[config.mk]
export PLATFORM = sky130hd
export DESIGN_NAME = decode
export DESIGN_NICKNAME = d
export VERILOG_FILES = /design/src/rtl/decode.sv
export SDC_FILE = /design/constraint.sdc
export NUM_CORES = 1
export LEC_CHECK = 0
export ABC_CLOCK_PERIOD_IN_PS = 2700
export CAP_MARGIN = 20
export CORE_MARGIN = 8
export CORE_UTILIZATION = 40
export DETAILED_ROUTE_END_ITERATION = 16
export GPL_TIMING_DRIVEN = 0
export PLACE_DENSITY = 0.72
export SLEW_MARGIN = 25
export SYNTH_ARGS = -nofsm -noshare
export SYNTH_HDL_FRONTEND = slang
export SYNTH_SLANG_ARGS = --single-unit
[constraint.sdc]
create_clock -name clk -period 2.7 [get_ports clk]
set_input_delay 0.405 -clock clk [delete_from_list [all_inputs] [get_ports clk]]
set_output_delay 0.405 -clock clk [all_outputs]
set_load 0.03 [all_outputs]
[src/rtl/decode.sv]
`timescale 1ns/1ps
// -----------------------------------------------------------------------------
// decode -- instruction decode stage of the byter 8-bit core.
//
// Collects the byte stream coming from fetch into complete instructions
// (opcode plus 0..2 operand bytes) and presents each one to execute through a
// valid/ready handshake. A partially received instruction is held internally
// until its last byte arrives.
//
// Ports:
//   clk          in   1  single clock, rising edge
//   reset        in   1  synchronous, active-high
//   enabled      in   1  stage enable, gates byte acceptance only
//   in_valid     in   1  in_data holds a fetched byte
//   in_data      in   8  byte from fetch
//   in_ready     out  1  byte accepted this cycle when in_valid is also high
//   out_valid    out  1  complete instruction presented
//   out_ready    in   1  execute consumes the presented instruction
//   out_opcode   out  8  opcode byte
//   out_operand  out 16  operand, byte 1 in [7:0], byte 2 in [15:8]
//   out_length   out  2  instruction length in bytes (1..3)
//   out_illegal  out  1  reserved opcode class flag
//
// Optional feature macro: DECODE_ILLEGAL_TRAP_EN
//   defined   : class-11 opcodes raise out_illegal for the whole hold period
//   undefined : class-11 opcodes are plain 1-byte instructions, out_illegal=0
// -----------------------------------------------------------------------------
module decode (
  input  logic        clk,
  input  logic        reset,
  input  logic        enabled,
  input  logic        in_valid,
  input  logic [7:0]  in_data,
  output logic        in_ready,
  output logic        out_valid,
  input  logic        out_ready,
  output logic [7:0]  out_opcode,
  output logic [15:0] out_operand,
  output logic [1:0]  out_length,
  output logic        out_illegal
);

  // Decoder states
  localparam logic [1:0] S_OPC  = 2'd0;  // waiting for opcode
  localparam logic [1:0] S_OP1  = 2'd1;  // waiting for operand byte 1
  localparam logic [1:0] S_OP2  = 2'd2;  // waiting for operand byte 2
  localparam logic [1:0] S_HOLD = 2'd3;  // instruction presented

  // Length classes taken from opcode[7:6]
  localparam logic [1:0] CLS_1B  = 2'b00;
  localparam logic [1:0] CLS_2B  = 2'b01;
  localparam logic [1:0] CLS_3B  = 2'b10;
  localparam logic [1:0] CLS_RSV = 2'b11;

  // Instruction length in bytes for a given opcode class; the reserved class
  // behaves as a 1-byte instruction.
  function automatic logic [1:0] len_of_class(input logic [1:0] cls);
    logic [1:0] len;
    case (cls)
      CLS_1B:  len = 2'd1;
      CLS_2B:  len = 2'd2;
      CLS_3B:  len = 2'd3;
      CLS_RSV: len = 2'd1;
      default: len = 2'd1;
    endcase
    return len;
  endfunction

  // True when an opcode of this class needs at least one operand byte.
  function automatic logic has_operand(input logic [1:0] cls);
    logic res;
    case (cls)
      CLS_2B:  res = 1'b1;
      CLS_3B:  res = 1'b1;
      default: res = 1'b0;
    endcase
    return res;
  endfunction

  logic [1:0]  r_state;
  logic [1:0]  w_state_nxt;
  logic [7:0]  r_opcode;
  logic [15:0] r_operand;
  logic [1:0]  r_length;
  logic        r_valid;
  logic        w_accept;
  logic        w_consume;
  logic [1:0]  w_class;

  // Bytes are only taken outside HOLD; the reset term keeps the handshake
  // closed during the reset cycle so a byte can never slip past a reset.
  assign in_ready  = enabled && !reset && (r_state != S_HOLD);
  assign w_accept  = in_valid && in_ready;
  assign w_consume = r_valid && out_ready;
  // Class of the opcode already latched; used while collecting operands.
  assign w_class   = r_opcode[7:6];

  // Next-state decode for the byte collection FSM.
  always_comb begin
    w_state_nxt = r_state;
    case (r_state)
      S_OPC: begin
        if (w_accept) begin
          if (has_operand(in_data[7:6])) begin
            w_state_nxt = S_OP1;
          end else begin
            w_state_nxt = S_HOLD;
          end
        end else begin
          w_state_nxt = S_OPC;
        end
      end
      S_OP1: begin
        if (w_accept) begin
          if (w_class == CLS_3B) begin
            w_state_nxt = S_OP2;
          end else begin
            w_state_nxt = S_HOLD;
          end
        end else begin
          w_state_nxt = S_OP1;
        end
      end
      S_OP2: begin
        if (w_accept) begin
          w_state_nxt = S_HOLD;
        end else begin
          w_state_nxt = S_OP2;
        end
      end
      S_HOLD: begin
        if (w_consume) begin
          w_state_nxt = S_OPC;
        end else begin
          w_state_nxt = S_HOLD;
        end
      end
      default: begin
        w_state_nxt = S_OPC;
      end
    endcase
  end

  // State register and output-valid flag; valid is high exactly in HOLD.
  always_ff @(posedge clk) begin
    if (reset) begin
      r_state <= S_OPC;
      r_valid <= 1'b0;
    end else begin
      r_state <= w_state_nxt;
      r_valid <= (w_state_nxt == S_HOLD);
    end
  end

  // Instruction fields; the operand is cleared when a new opcode arrives so
  // unused operand bytes always read as zero.
  always_ff @(posedge clk) begin
    if (reset) begin
      r_opcode  <= 8'h00;
      r_operand <= 16'h0000;
      r_length  <= 2'd0;
    end else if (w_accept) begin
      case (r_state)
        S_OPC: begin
          r_opcode  <= in_data;
          r_operand <= 16'h0000;
          r_length  <= len_of_class(in_data[7:6]);
        end
        S_OP1: begin
          r_operand[7:0] <= in_data;
        end
        S_OP2: begin
          r_operand[15:8] <= in_data;
        end
        default: begin
          r_operand <= r_operand;
        end
      endcase
    end else begin
      r_opcode  <= r_opcode;
      r_operand <= r_operand;
      r_length  <= r_length;
    end
  end

`ifdef DECODE_ILLEGAL_TRAP_EN
  logic r_illegal;

  // Reserved-class flag: set with the opcode, cleared when execute takes it.
  always_ff @(posedge clk) begin
    if (reset) begin
      r_illegal <= 1'b0;
    end else if (w_accept && (r_state == S_OPC)) begin
      r_illegal <= (in_data[7:6] == CLS_RSV);
    end else if (w_consume) begin
      r_illegal <= 1'b0;
    end else begin
      r_illegal <= r_illegal;
    end
  end

  assign out_illegal = r_illegal;
`else
  assign out_illegal = 1'b0;
`endif

  assign out_valid   = r_valid;
  assign out_opcode  = r_opcode;
  assign out_operand = r_operand;
  assign out_length  = r_length;

endmodule

# Word-level counts from Yosys, hierarchy flattened
# Cells that the tools add are included.
# Widths: inputs -> output; s select.
[word_totals] reg_bits=29 inputBits=13 output_inout_bits=29 wordCells=42
[op_classes] eq_ne=9 muxes=13 reduce_logical=14
[op_table] operator="$pmux 8 s2" n=2
[op_table] operator="$eq 2x2->1 const B" n=6
[op_table] operator="$mux 2" n=4
[op_table] operator="$pmux 2 s4" n=1
[op_table] operator="$pmux 2 s3" n=1
[op_table] operator="$reduce_and 2->1" n=3
[op_table] operator="$mux 1" n=5
[op_table] operator="$eq 2x1->1 const B" n=2
[op_table] operator="$logic_and 1x1->1" n=4
[op_table] operator="$logic_not 2->1" n=2
[op_table] operator="$reduce_bool 2->1" n=2
[op_table] operator="$reduce_or 2->1" n=2
[op_table] operator="$ne 2x2->1 const B" n=1
[op_table] operator="$logic_not 1->1" n=1

# Longest topological paths before layout
# Gate-level depths: netlist (run 1).
[depth] word_depth=10 ltp_mapped=5 mapped_depth_nobuf=4

# Least setup slack after synthesis (run 1)
# OpenSTA, ideal clock, no wires.
[synth_path] kind="input to output" start="input port reset" end="output port in_ready" arrival_time_ns=1.165 required_time_ns=2.295 path_slack_ns=1.130 cell_stages=3 path_buffers=1 path_cell_list="buf_4 > nand2b_1 > a21oi_1"
[synth_between] elab_chain_len=3
[synth_lines] element="start: declaration" line="30" text="input logic reset,"
[synth_lines] element="$logic_not 1->1" line="92" text="assign in_ready = enabled && !reset && (r_state != S_HOLD);"
[synth_lines] element="$logic_and 1x1->1 (2 in a row)" line="92"
[synth_lines] element="end: declaration" line="34" text="output logic in_ready,"
# No other way between the ends.

# Worst setup path after layout (run 1)
# Same ends and word-level chain as after synthesis.

==> reports/metrics.yaml, run 1 <==
die:
  die_area_mm2: 0.00507
  start_util_pct: 40.9
  core_region_area_mm2: 0.00298
  chipWidth_um: 71.2
  die_h_um: 71.2
  io_pins: 42
  fp-row-count: 20
worst_setup_path:
  r2r_start: "r_state[1]$_SDFF_PP0_"
  endpoint_kind: "output pin"
  cp-start-kind: "primary input"
  critical_path.max_fanout: 10
  cp.required_ns: 2.30
  cp-startpoint: "reset"
  worstPathArrival_ns: 2.09
  critPathKind: "primary input to output pin"
drt:
  num_vias: 1182
  remaining_drc_errors: 0
  viasPerCell: 5.32
  drtPass1Iterations: 4
  wl_per_cell_um: 15.6
  drt_iter0_drc: 70
  antenna_left: 0
  wl_um: 3450
logic_synthesis:
  yosysUniqueCellTypes: 27
  synth_fp_nets: 155
  synth_area_mm2: 0.00122
  yosysTopAreaCell: "dfxtp_1"
  synth_cells: 141
  ys_seq_elements: 29
  synth_top_area_share_pct: 47.7
  synth.avg_cell_area_um2: 8.63
  synthTopCellsByArea: "dfxtp_1, a21oi_1, nand3_1, nand2_1, o21ai_0"
  seq_area_frac_synth_pct: 47.7
  ys_warn_count: 0
timing:
  fin_tns_setup_ns: 0
  finalHoldViolations: 0
  finalMaxSlewViolations: 0
  finalWorstSetupSlack_ns: 0.208
  post-route-period-util_pct: 92.3
  fmax_ghz: 0.401
  fin_crit_ns: 2.49
  fin_skew_ns: 0.00709
  finalSetupViolations: 0
  grt_setup_unrepaired: "no"
job:
  maxCapViolations: 0
global_routing:
  grt_max_degree: 11
  antenna_found_initial: 0
  overflow: 0
  grt_pass1_vias: 1256
  grt_pass1_wl_um: 5750
  grt_usage_pct: 14.0
clocking:
  htree_levels: 2
  clockBufferDepth: 2
  cts_buffers: 5
  clk_pin_slew_worst_paths_ns: 0.08
  postCtsSetupBuffers: 0
  hold_buffers: 0
  cts_tree: "built"
  clock_latency_ns: 0.33
  cts_root_buffer: "clkbuf_4"
  cts-resized-gates: 0
  cts_num_sinks: 29
min_path:
  hold_path.class: "flip-flop to flip-flop"
  min_from: "out_operand[7]$_SDFFE_PP0P_"
final_layout:
  final_layout_size_suffix_gt1_share_pct: 13.2
  n_antenna_cell: 0
  final_nets: 202
  synthToLayoutAreaGrowth_pct: 43.3
  nFillCells: 283
place:
  gp_congestion: 0.876
  post-place-ws_ns: 0.196
  dpl.hpwl_um: 2620
  port_buffers: 40
status:
  status: "completed"
power:
  power.leakage_uw: 0.000596
  vdd_drop_max_mv: 0.355
  finalPower_uw: 934
  cellPowerDensity_mw_per_mm2: 536
==> sequential cells by signal (all words and copies together), names as in the netlist <==
register,cells
out_opcode,8
out_operand,16
out_length,2
r_state,2
out_valid,1
==> cells in the final DEF, fill, tap and decap left out, types with 2 or more instances in the layout <==
cell type / Yosys / routed
clkdlybuf4s50_1: 0 / 40
dfxtp_1: 29 / 29
a21oi_1: 26 / 26
nand3_1: 24 / 24
nand2_1: 16 / 16
o21ai_0: 8 / 8
clkbuf_4: 1 / 6
buf_4: 5 / 5
buf_2: 5 / 5
nor2_1: 4 / 4
clkbuf_1: 2 / 3
buf_6: 2 / 2
a311oi_1: 2 / 2
nand3b_1: 2 / 2
nand4bb_1: 2 / 2
==> routing by layer <==
layer	GRT usage (%)	vias to the layer above	share of wire, %	routed length (µm)
li1	-	588	-	-
met1	15.3	557	42	1450
met2	23.8	33	49	1700
met3	5.65	4	8.0	275
met4	4.85	0	1.0	35
met5	0	-	0	0
==> path summary, 6_finish.rpt <==
kind | cells after the start | slack, ns | end
min reg2reg | 2 | 0.46 | out_operand[7]$_SDFFE_PP0P_
max reg2reg | 4 | 1.46 | out_opcode[1]$_SDFFE_PP0P_
max | 5 | 0.21 | in_ready
min | 2 | 0.46 | out_operand[7]$_SDFFE_PP0P_
==> cells in the mapped netlist <==
library cell / count
dfxtp_1: 29
a21oi_1: 26
nand3_1: 24
nand2_1: 16
o21ai_0: 8
buf_2: 5
buf_4: 5
nor2_1: 4
a311oi_1: 2
buf_6: 2
clkbuf_1: 2
nand3b_1: 2
nand4bb_1: 2
a21oi_2: 1
a22oi_2: 1
a41oi_1: 1
and3b_1: 1
and4bb_2: 1
clkbuf_4: 1
conb_1: 1
ha_1: 1
inv_1: 1
nand2b_1: 1
nor4bb_2: 1
o21ai_1: 1
o221a_2: 1
or2_1: 1
==> worst max-delay path: stages <==
cell and delay, ns:
clkdlybuf4s50_1 0.50, buf_4 0.22, nand2b_1 0.14, a21oi_1 0.12, clkdlybuf4s50_1 0.69
==> cells by family after synthesis <==
logic type	after synthesis	share of synthesized area, %
DFF	29	47.7
other	1	0.308
AOI/OAI and AO/OA	41	19.2
buffers and inverters	16	8.53
and+or+nand+nor	53	23.2
adders and majority gates	1	1.03
==> stage by stage <==
stage               hold slack [ns]  area (µm²)  cells  util [%]
finish                        0.462        1740    222      58.6
global route                  0.480        1740    222      58.6
CTS                           0.463        1740    222      58.6
detailed placement            0.450        1660    214      55.7
global placement              0.440        1660    214      55.7
floorplan                     0.552        1220    141         -
==> report_power, final <==
| group | leakage, µW | internal [µW] | switching, µW | total [µW] |
|---|---|---|---|---|
| combinational | 0.000316 | 53.1 | 70.0 | 123 |
| clock | 0.0000455 | 221 | 149 | 370 |
| sequential | 0.000235 | 436 | 5.10 | 441 |
| total | 0.000596 | 710 | 224 | 934 |
==> layout make-up <==
cell class / instances / area, µm² / share of cell area, %
Buffer: 15 / 100 / 5.74
Clock buffer: 7 / 55.1 / 3.16
Clock inverter: 1 / 30.0 / 1.72
Inverter: 1 / 3.75 / 0.215
Multi-Input combinational cell: 96 / 533 / 30.6
Sequential cell: 29 / 581 / 33.3
Tap cell: 33 / 41.3 / 2.37
Timing Repair Buffer: 40 / 400 / 23.0
(Power assumes the default switching activity.)
==> run 2, diff against run 1 <==
--- a/config.mk
+++ b/config.mk
@@ -7,11 +7,12 @@
 export LEC_CHECK = 0
 export ABC_CLOCK_PERIOD_IN_PS = 2700
 export CAP_MARGIN = 20
+export CORE_ASPECT_RATIO = 0.6
 export CORE_MARGIN = 8
-export CORE_UTILIZATION = 40
+export CORE_UTILIZATION = 45
 export DETAILED_ROUTE_END_ITERATION = 16
 export GPL_TIMING_DRIVEN = 0
-export PLACE_DENSITY = 0.72
+export PLACE_DENSITY = 0.8
 export SLEW_MARGIN = 25
 export SYNTH_ARGS = -nofsm -noshare
 export SYNTH_HDL_FRONTEND = slang
==> reports/metrics.yaml, run 2 (synthesis results as in run 1) <==
place:
  dpl_cell_area_mm2: 0.00166
  gp_congestion: 0.795
  post-place-ws_ns: 0.207
  port_buffers: 40
  dpl.hpwl_um: 2620
global_routing:
  grt_usage_pct: 14.3
  grt_pass1_wl_um: 5560
  overflow: 0
  antenna_found_initial: 0
  grt_max_degree: 11
  grt_pass1_vias: 1142
clocking:
  clock_latency_ns: 0.28
  htree_levels: 2
  clockBufferDepth: 2
  postCtsSetupBuffers: 0
  cts_tree: "built"
  clk_pin_slew_worst_paths_ns: 0.06
  cts_num_sinks: 29
  cts-resized-gates: 0
  cts_root_buffer: "clkbuf_8"
  hold_buffers: 0
  cts_buffers: 5
drt:
  drt_iter0_drc: 93
  wl_um: 3470
  wl_per_cell_um: 15.7
  viasPerCell: 5.41
  drtPass1Iterations: 4
  remaining_drc_errors: 0
  num_vias: 1196
  antenna_left: 0
worst_setup_path:
  cp.required_ns: 2.30
  critPathKind: "primary input to output pin"
  path_cells: "clkdlybuf4s50_1 > buf_4 > nand2b_1 > a21oi_1 > clkdlybuf4s50_1"
  slowest_stage: "clkdlybuf4s50_1"
  worstPathArrival_ns: 2.09
  rr_worst_depth: 5
  endpoint_kind: "output pin"
  cp-start-kind: "primary input"
  critical_path.max_fanout: 10
  path_common_cell: "clkdlybuf4s50_1"
  cpPeakStageDelay_ns: 0.70
power:
  p_seq_share_pct: 48.6
  finalPower_uw: 908
  vdd_drop_max_mv: 0.300
  cellPowerDensity_mw_per_mm2: 521
  power.leakage_uw: 0.000595
  combPwrFrac_pct: 13.5
  p_switching_uw: 241
  swShare_pct: 26.6
  clock_power_share_pct: 37.8
  internal_power_uw: 667
die:
  start_util_pct: 47.9
  die_h_um: 56.3
  fp-row-count: 14
  chipWidth_um: 83.2
  io_pins: 42
  die_area_mm2: 0.00468
  core_region_area_mm2: 0.00254
final_layout:
  n_antenna_cell: 0
  final_common_cell: "clkdlybuf4s50_1"
  largest_register_ffs: 16
  final_core_util_pct: 68.7
  final_nets: 202
  finalInstanceArea_mm2: 0.00174
  final_layout_size_suffix_gt1_share_pct: 13.8
  layout_common_cells: "clkdlybuf4s50_1, dfxtp_1, a21oi_1"
  synthToLayoutAreaGrowth_pct: 43.3
timing:
  grt_setup_unrepaired: "no"
  fin_tns_setup_ns: 0
  finalWorstSetupSlack_ns: 0.202
  finalSetupViolations: 0
  finalHoldViolations: 0
  fmax_ghz: 0.400
  post-route-period-util_pct: 92.5
  finalMaxSlewViolations: 0
  fin_skew_ns: 0.00790
  fin_crit_ns: 2.50
job:
  maxCapViolations: 0
min_path:
  hold_depth: 2
  hold_path.class: "flip-flop to flip-flop"
status:
  status: "completed"
-- run 2: changes by cell type in the layout (fill, tap and decap cells not counted) --
cell and delta:
clkinvlp_4 +1, bufinv_16 -1, clkbuf_1 -1, clkbuf_4 -5, clkinv_2 +2, clkbuf_8 +4
-- run 2: final timing paths --
check | start | to | slack, ns
max | reset | in_ready | 0.20
min | out_operand[9]$_SDFFE_PP0P_ | out_operand[9]$_SDFFE_PP0P_ | 0.46
max reg2reg | r_state[0]$_SDFF_PP0_ | out_opcode[6]$_SDFFE_PP0P_ | 1.49
min reg2reg | out_operand[9]$_SDFFE_PP0P_ | out_operand[9]$_SDFFE_PP0P_ | 0.46
-- run 2: cell type report --
| class | instances | area [µm²] |
|---|---|---|
| Sequential cell | 29 | 581 |
| Tap cell | 32 | 40.0 |
| Clock buffer | 5 | 68.8 |
| Fill cell | 198 | 796 |
| Clock inverter | 3 | 17.5 |
| Buffer | 15 | 100 |
| Inverter | 1 | 3.75 |
| Timing Repair Buffer | 40 | 400 |
| Multi-Input combinational cell | 96 | 533 |
-- run 2: power groups by stage --
| stage | combinational, µW | sequential, µW | clock, µW |
|---|---|---|---|
| final | 123 | 441 | 344 |
| after global routing | 132 | 442 | 369 |
| after CTS | 122 | 441 | 350 |
| after detailed placement | 122 | 451 | 0 |
| after global placement | 120 | 450 | 0 |
| after floorplan | 54.1 | 464 | 0 |
-- run 2: layer usage --
metal | vias up | track usage (%) | wire length (µm)
met5 | - | 0 | 0
met4 | 0 | 3.73 | 19
met3 | 2 | 7.48 | 405
met2 | 58 | 20.8 | 1570
met1 | 548 | 18.1 | 1470
li1 | 588 | - | -
-- run 2: per-stage QoR --
stage | cells | hold slack [ns]
after global placement | 213 | 0.439
final | 221 | 0.456
after CTS | 221 | 0.460
after floorplan | 141 | 0.552
after detailed placement | 213 | 0.447
after global routing | 221 | 0.480
-- run 2: worst max-delay path: cells and delay by family --
kind,cells,cell delay [ns]
buffers and inverters,3,1.42
AND/OR/NAND/NOR,1,0.14
AO/OA/AOI/OAI,1,0.11
